**src/rtl/tone_generator.sv**
```systemverilog
// tone_generator: periodic signed 16-bit square/triangle test-waveform source.
//
// One sample is produced every SMPL_DIV clk cycles while running. The
// configuration (mode, samples per half-cycle, peak-to-peak amplitude) is
// taken over a valid/ready handshake that is only ready in IDLE. For the
// triangle the per-sample slope step = floor((amp << FRAC) / half_per) is
// computed by a restoring divider, one quotient bit per cycle.
//
// Ports:
//   clk, rst            clock, asynchronous active-high reset
//   cfg_vld / cfg_rdy   configuration handshake (cfg_rdy high only in IDLE)
//   cfg_mode            0 = square, 1 = triangle
//   cfg_half_per        samples per half-cycle (0 is discarded)
//   cfg_amp             peak-to-peak amplitude (0 is discarded)
//   stop                leave RUN on the next edge (ignored while dividing)
//   busy                high while dividing or running
//   smpl, smpl_vld      signed sample and its one-cycle update strobe
//
// Optional build macro STEREO_OUT_EN adds smpl_rght, the saturating negation
// of smpl, registered alongside it.
module tone_generator #(
  parameter int unsigned SMPL_DIV = 1042,
  parameter int unsigned FRAC     = 8
) (
  input  logic        clk,
  input  logic        rst,
  input  logic        cfg_vld,
  output logic        cfg_rdy,
  input  logic        cfg_mode,
  input  logic [15:0] cfg_half_per,
  input  logic [15:0] cfg_amp,
  input  logic        stop,
  output logic        busy,
  output logic [15:0] smpl,
  output logic        smpl_vld
`ifdef STEREO_OUT_EN
  ,
  output logic [15:0] smpl_rght
`endif
);

  localparam int unsigned QW = 16 + FRAC;  // dividend / quotient (step) width
  localparam int unsigned AW = 17 + FRAC;  // signed accumulator width
  localparam int unsigned TW = (SMPL_DIV > 1) ? $clog2(SMPL_DIV) : 1;
  localparam int unsigned CW = $clog2(QW + 1);

  typedef enum logic [1:0] {StIdle, StDiv, StRun} state_e;

  state_e                 state_q, state_d;
  logic                   mode_q, mode_d;
  logic [15:0]            half_per_q, half_per_d;
  logic [14:0]            peak_q, peak_d;
  logic [QW-1:0]          quo_q, quo_d;      // dividend in, quotient out; holds step in RUN
  logic [15:0]            rem_q, rem_d;
  logic [CW-1:0]          div_cnt_q, div_cnt_d;
  logic [TW-1:0]          tick_q, tick_d;
  logic [15:0]            hc_q, hc_d;
  logic                   rising_q, rising_d;  // rising (triangle) / high (square) half
  logic signed [AW-1:0]   acc_q, acc_d;
  logic [15:0]            smpl_q, smpl_d;
  logic                   smpl_vld_q, smpl_vld_d;

  logic [16:0]            rem_shift;
  logic [15:0]            rem_diff;
  logic signed [AW-1:0]   peak_fix;
  logic signed [AW-1:0]   peak_fix_in;
  logic signed [AW-1:0]   step_ext;
  logic signed [AW-1:0]   acc_new;
  logic signed [16:0]     tri_raw;
  logic signed [16:0]     peak17;
  logic signed [16:0]     tri_clamped;
  logic [15:0]            sq_smpl;

  // Sample arithmetic for the next tick.
  always_comb begin
    peak_fix    = {2'b00, peak_q, {FRAC{1'b0}}};
    peak_fix_in = {2'b00, cfg_amp[15:1], {FRAC{1'b0}}};
    step_ext    = {1'b0, quo_q};
    // Snap at every half boundary so rounding in step never accumulates.
    if (hc_q == 16'd0) begin
      acc_new = rising_q ? -peak_fix : peak_fix;
    end else begin
      acc_new = rising_q ? (acc_q + step_ext) : (acc_q - step_ext);
    end
    // Upper bits are acc >>> FRAC, i.e. floor division.
    tri_raw = acc_new[AW-1:FRAC];
    peak17  = {2'b00, peak_q};
    if (tri_raw > peak17) begin
      tri_clamped = peak17;
    end else if (tri_raw < -peak17) begin
      tri_clamped = -peak17;
    end else begin
      tri_clamped = tri_raw;
    end
    sq_smpl = rising_q ? {1'b0, peak_q} : (16'd0 - {1'b0, peak_q});
  end

  always_comb begin
    state_d    = state_q;
    mode_d     = mode_q;
    half_per_d = half_per_q;
    peak_d     = peak_q;
    quo_d      = quo_q;
    rem_d      = rem_q;
    div_cnt_d  = div_cnt_q;
    tick_d     = tick_q;
    hc_d       = hc_q;
    rising_d   = rising_q;
    acc_d      = acc_q;
    smpl_d     = smpl_q;
    smpl_vld_d = 1'b0;
    rem_shift  = {rem_q, quo_q[QW-1]};
    rem_diff   = rem_shift[15:0] - half_per_q;

    unique case (state_q)
      StIdle: begin
        smpl_d = '0;
        // Zero half-period or amplitude is consumed but never started.
        if (cfg_vld && (cfg_half_per != 16'd0) && (cfg_amp != 16'd0)) begin
          mode_d     = cfg_mode;
          half_per_d = cfg_half_per;
          peak_d     = cfg_amp[15:1];
          if (cfg_mode) begin
            state_d   = StDiv;
            div_cnt_d = '0;
            rem_d     = '0;
            quo_d     = {cfg_amp, {FRAC{1'b0}}};
          end else begin
            state_d  = StRun;
            tick_d   = '0;
            hc_d     = '0;
            rising_d = 1'b1;
            acc_d    = -peak_fix_in;
          end
        end
      end

      StDiv: begin
        if (rem_shift >= {1'b0, half_per_q}) begin
          rem_d = rem_diff;
          quo_d = {quo_q[QW-2:0], 1'b1};
        end else begin
          rem_d = rem_shift[15:0];
          quo_d = {quo_q[QW-2:0], 1'b0};
        end
        div_cnt_d = div_cnt_q + 1'b1;
        if (div_cnt_q == CW'(QW - 1)) begin
          state_d  = StRun;
          tick_d   = '0;
          hc_d     = '0;
          rising_d = 1'b1;
          acc_d    = -peak_fix;
        end
      end

      StRun: begin
        if (stop) begin
          state_d = StIdle;
          smpl_d  = '0;
        end else if (tick_q == TW'(SMPL_DIV - 1)) begin
          tick_d     = '0;
          smpl_vld_d = 1'b1;
          smpl_d     = mode_q ? tri_clamped[15:0] : sq_smpl;
          acc_d      = acc_new;
          if (hc_q == half_per_q - 16'd1) begin
            hc_d     = '0;
            rising_d = ~rising_q;
          end else begin
            hc_d = hc_q + 16'd1;
          end
        end else begin
          tick_d = tick_q + 1'b1;
        end
      end

      default: state_d = StIdle;
    endcase
  end

  always_ff @(posedge clk or posedge rst) begin
    if (rst) begin
      state_q    <= StIdle;
      mode_q     <= 1'b0;
      half_per_q <= '0;
      peak_q     <= '0;
      quo_q      <= '0;
      rem_q      <= '0;
      div_cnt_q  <= '0;
      tick_q     <= '0;
      hc_q       <= '0;
      rising_q   <= 1'b0;
      acc_q      <= '0;
      smpl_q     <= '0;
      smpl_vld_q <= 1'b0;
    end else begin
      state_q    <= state_d;
      mode_q     <= mode_d;
      half_per_q <= half_per_d;
      peak_q     <= peak_d;
      quo_q      <= quo_d;
      rem_q      <= rem_d;
      div_cnt_q  <= div_cnt_d;
      tick_q     <= tick_d;
      hc_q       <= hc_d;
      rising_q   <= rising_d;
      acc_q      <= acc_d;
      smpl_q     <= smpl_d;
      smpl_vld_q <= smpl_vld_d;
    end
  end

`ifdef STEREO_OUT_EN
  logic [15:0] smpl_rght_q, smpl_rght_d;

  always_comb begin
    smpl_rght_d = (smpl_d == 16'h8000) ? 16'h7fff : (16'd0 - smpl_d);
  end

  always_ff @(posedge clk or posedge rst) begin
    if (rst) begin
      smpl_rght_q <= '0;
    end else begin
      smpl_rght_q <= smpl_rght_d;
    end
  end

  assign smpl_rght = smpl_rght_q;
`endif

  assign cfg_rdy  = (state_q == StIdle);
  assign busy     = (state_q != StIdle);
  assign smpl     = smpl_q;
  assign smpl_vld = smpl_vld_q;

endmodule

```
**config.mk**
```make
export PLATFORM = sky130hd
export DESIGN_NAME = tone_generator
export DESIGN_NICKNAME = d
export VERILOG_FILES = /design/src/rtl/tone_generator.sv
export SDC_FILE = /design/constraint.sdc
export NUM_CORES = 1
export LEC_CHECK = 0
export ABC_AREA = 1
export ABC_CLOCK_PERIOD_IN_PS = 4500
export CORE_MARGIN = 5
export CORE_UTILIZATION = 50
export CTS_CLUSTER_DIAMETER = 40
export DETAILED_ROUTE_END_ITERATION = 10
export PLACE_DENSITY = 0.78
export SYNTH_ARGS = -nofsm -noshare
export SYNTH_HDL_FRONTEND = slang
export SYNTH_SLANG_ARGS = --single-unit
```
**constraint.sdc**
```tcl
create_clock -name clk -period 4.5 [get_ports clk]
set_input_delay 0.45 -clock clk [delete_from_list [all_inputs] [get_ports clk]]
set_output_delay 0.45 -clock clk [all_outputs]
set_load 0.02 [all_outputs]
```
==> impl_metrics.yaml <==
status:
  outcome: "complete, but fails checks"
  violations: "negative setup slack"
routing:
  ant_nets: 0
  wl_met3_um: 3490
  drt_wl_total_um: 44000
  num_vias: 14500
  wl_met1_um: 19500
  top_layer: "met4"
  viasPerCell: 5.69
  detailroute.wirelength.met2_um: 19500
  drtPass1Iterations: 7
  wl_per_cell_um: 17.3
  drc: 0
  drt_iter0_markers: 1597
sta:
  hold_viol: 0
  worst_pin_slew_ps: 954
  setup_violations: 16
  worst_slack_ps: -178
  rsz0062_at_grt: "yes"
  slew_viol_final: 0
  fmax_mhz: 214
  fin_crit_sh_pct: 104
  fin_skew_ps: 19.5
  finalCriticalPeriod_ps: 4680
  slew_headroom_pct: 36.4
setup_path:
  setup.worst_path.end_class: "flip-flop"
  start_kind: "flip-flop"
  reg2reg_slack_ps: -180
  reg2reg_to: "smpl[15]"
  worstPathMaxFanout: 5
  timing.rr.start: "quo_q[0]"
  critPathKind: "flip-flop to flip-flop"
  worstRegToRegCells: 37
  crit_required_ps: 4830
  cp_slowest_cell: "dfrtp_1"
  crit_arrival_ps: 5010
  cp_common_cell: "nand2_2"
  max_stage_delay_ps: 400
logic_synthesis:
  syn_inst: 2066
  async_flop_share_pct: 100
  yosysSeqAreaShare_pct: 27.8
  synth_edf_count: 0
  ys_ff_latch: 149
  ys.flop_type: "dfrtp_1"
  yosys_warnings: 0
  syn_avg_cell_area_um2: 6.49
  syn_nets: 2191
  yosysUniqueCellTypes: 61
  syn-cell-area_mm2: 0.0134
finish:
  final_cells: 2544
  diodes: 0
  n_fill_cell: 2408
  final_nets: 2315
  mostFrequentLayoutCells: "nand2_1 (608), inv_1 (252), dfrtp_1 (149)"
  drive_above_1_share_pct: 15.3
  final_area_mm2: 0.0163
  syn_to_final_growth_pct: 21.6
  mostFrequentLayoutCell: "nand2_1"
floorplanning:
  dieHeight_um: 174
  start_util_pct: 50.3
  core_area_mm2: 0.0267
  rows: 60
  fp.dieW_um: 174
  dieArea_mm2: 0.0302
  io_pins: 56
global_routing:
  grt_pass1_vias: 13700
  antenna_found_initial: 0
  grt-ovfl-total: 0
  grt_pass1_wl_um: 70900
  grt_start_max_net_pins: 102
  groute.usage.overall_pct: 28.6
placed_design:
  dpl_cell_area_mm2: 0.0148
  dp_hpwl_um: 32300
  dp_slack_ps: -425
  place_congestion: 1.02
  dp.cells: 2492
  io_buffers: 55
cts:
  root_buffer: "clkbuf_16"
  cts.sinks: 149
  htree_levels: 4
  cts_made_buffers: 17
  cts_hold_buf: 0
  clock_latency_ps: 450
  clkTransAtPathRegs_ps: 80
  clockBufferDepth: 2
  cts_tree: "yes"
worst_hold_path:
  min_from: "tick_q[10]"
  hold_path_depth: 1
  hp-class: "flip-flop to flip-flop"
  min_to: "tick_q[10]"
flow_run:
  maxCapViolations: 0
==> cell usage after synthesis (11+ instances only) <==
library cell,number,area share [%]
nand4_1,36,1.7
nor4_1,12,0.56
xnor2_1,13,0.85
clkbuf_1,31,0.87
nand3b_1,13,0.73
a21oi_1,106,4.0
nor3_1,25,0.93
nand2_1,649,18
ha_1,86,8.0
xor2_1,54,3.5
nand3_1,141,5.3
inv_2,11,0.31
inv_1,263,7.4
o21ai_0,120,4.5
o21ai_1,28,1.0
nor2_1,164,4.6
buf_2,17,0.63
dfrtp_1,149,28
o211ai_1,20,1.1
==> critical path, delay by kind of cell, from the launching register on <==
kind | cells | cell delay [ps]
buffers and inverters | 6 | 580
AO/OA/AOI/OAI | 3 | 290
adder cells (fa/ha/maj) | 3 | 780
flip-flops | 1 | 400
XOR/XNOR | 1 | 200
AND/OR/NAND/NOR | 24 | 2340
==> stage by stage <==
stage	hold slack [ps]	utilization (%)	TNS [ps]
after global placement	462	55.7	-3780
final	464	61.1	-1820
after global routing	474	61.1	-6740
after floorplan	439	-	0
after detailed placement	460	55.7	-6100
after CTS	468	59.3	-309
==> worst max path at each step <==
stage,start,to,slack (ps)
after floorplan,quo_q[0],smpl[3],2
after global placement,quo_q[1],smpl[0],-270
after detailed placement,quo_q[1],smpl[0],-420
after CTS,quo_q[0],smpl[5],-50
after global routing,quo_q[0],smpl[6],-470
final,quo_q[0],smpl[15],-180
==> final cells by class <==
| type | count | area, µm² | area share [%] |
|---|---|---|---|
| inverters | 280 | 1070 | 6.54 |
| multi-input cells | 1578 | 9020 | 55.3 |
| flip-flops and latches | 149 | 3730 | 22.9 |
| well taps | 341 | 427 | 2.62 |
| clock inverters | 13 | 189 | 1.16 |
| clock buffers | 19 | 443 | 2.72 |
| repair buffers | 164 | 1420 | 8.73 |
==> cell families after synthesis <==
family	share of synthesized area (%)
muxes	0.0747
and+or+nand+nor	35.0
xor gates and xnor gates	4.50
AOI/OAI and AO/OA	14.0
adders and majority gates	8.33
DFF	27.8
buffers and inverters	10.3
==> registers in the layout (all words and copies together), names as in the netlist <==
| signal | flops |
|---|---|
| half_per_q | 16 |
| acc_q | 25 |
| state_q | 2 |
| div_cnt_q | 5 |
| rem_q | 16 |
| tick_q | 11 |
| hc_q | 16 |
| quo_q | 24 |
| peak_q | 15 |
| mode_q | 1 |
| smpl_vld | 1 |
| rising_q | 1 |
| smpl | 16 |
==> routing by layer <==
layer,global-route usage [%],vias up
li1,-,6951
met1,40.8,6732
met2,44.7,668
met3,4.36,118
met4,9.67,0
met5,0,-
==> timing repair <==
action / CTS / global route
setup endpoints to repair: 16 / 16
resized for setup: 55 / 109
hold endpoints to repair: 0 / 0
setup buffers: 9 / 6
gates cloned: 4 / 1
pin swaps: 31 / 59
Power is left out: the tool's default activity adds up to more than one toggle a clock period on the data nets, which glitch-free logic cannot reach.
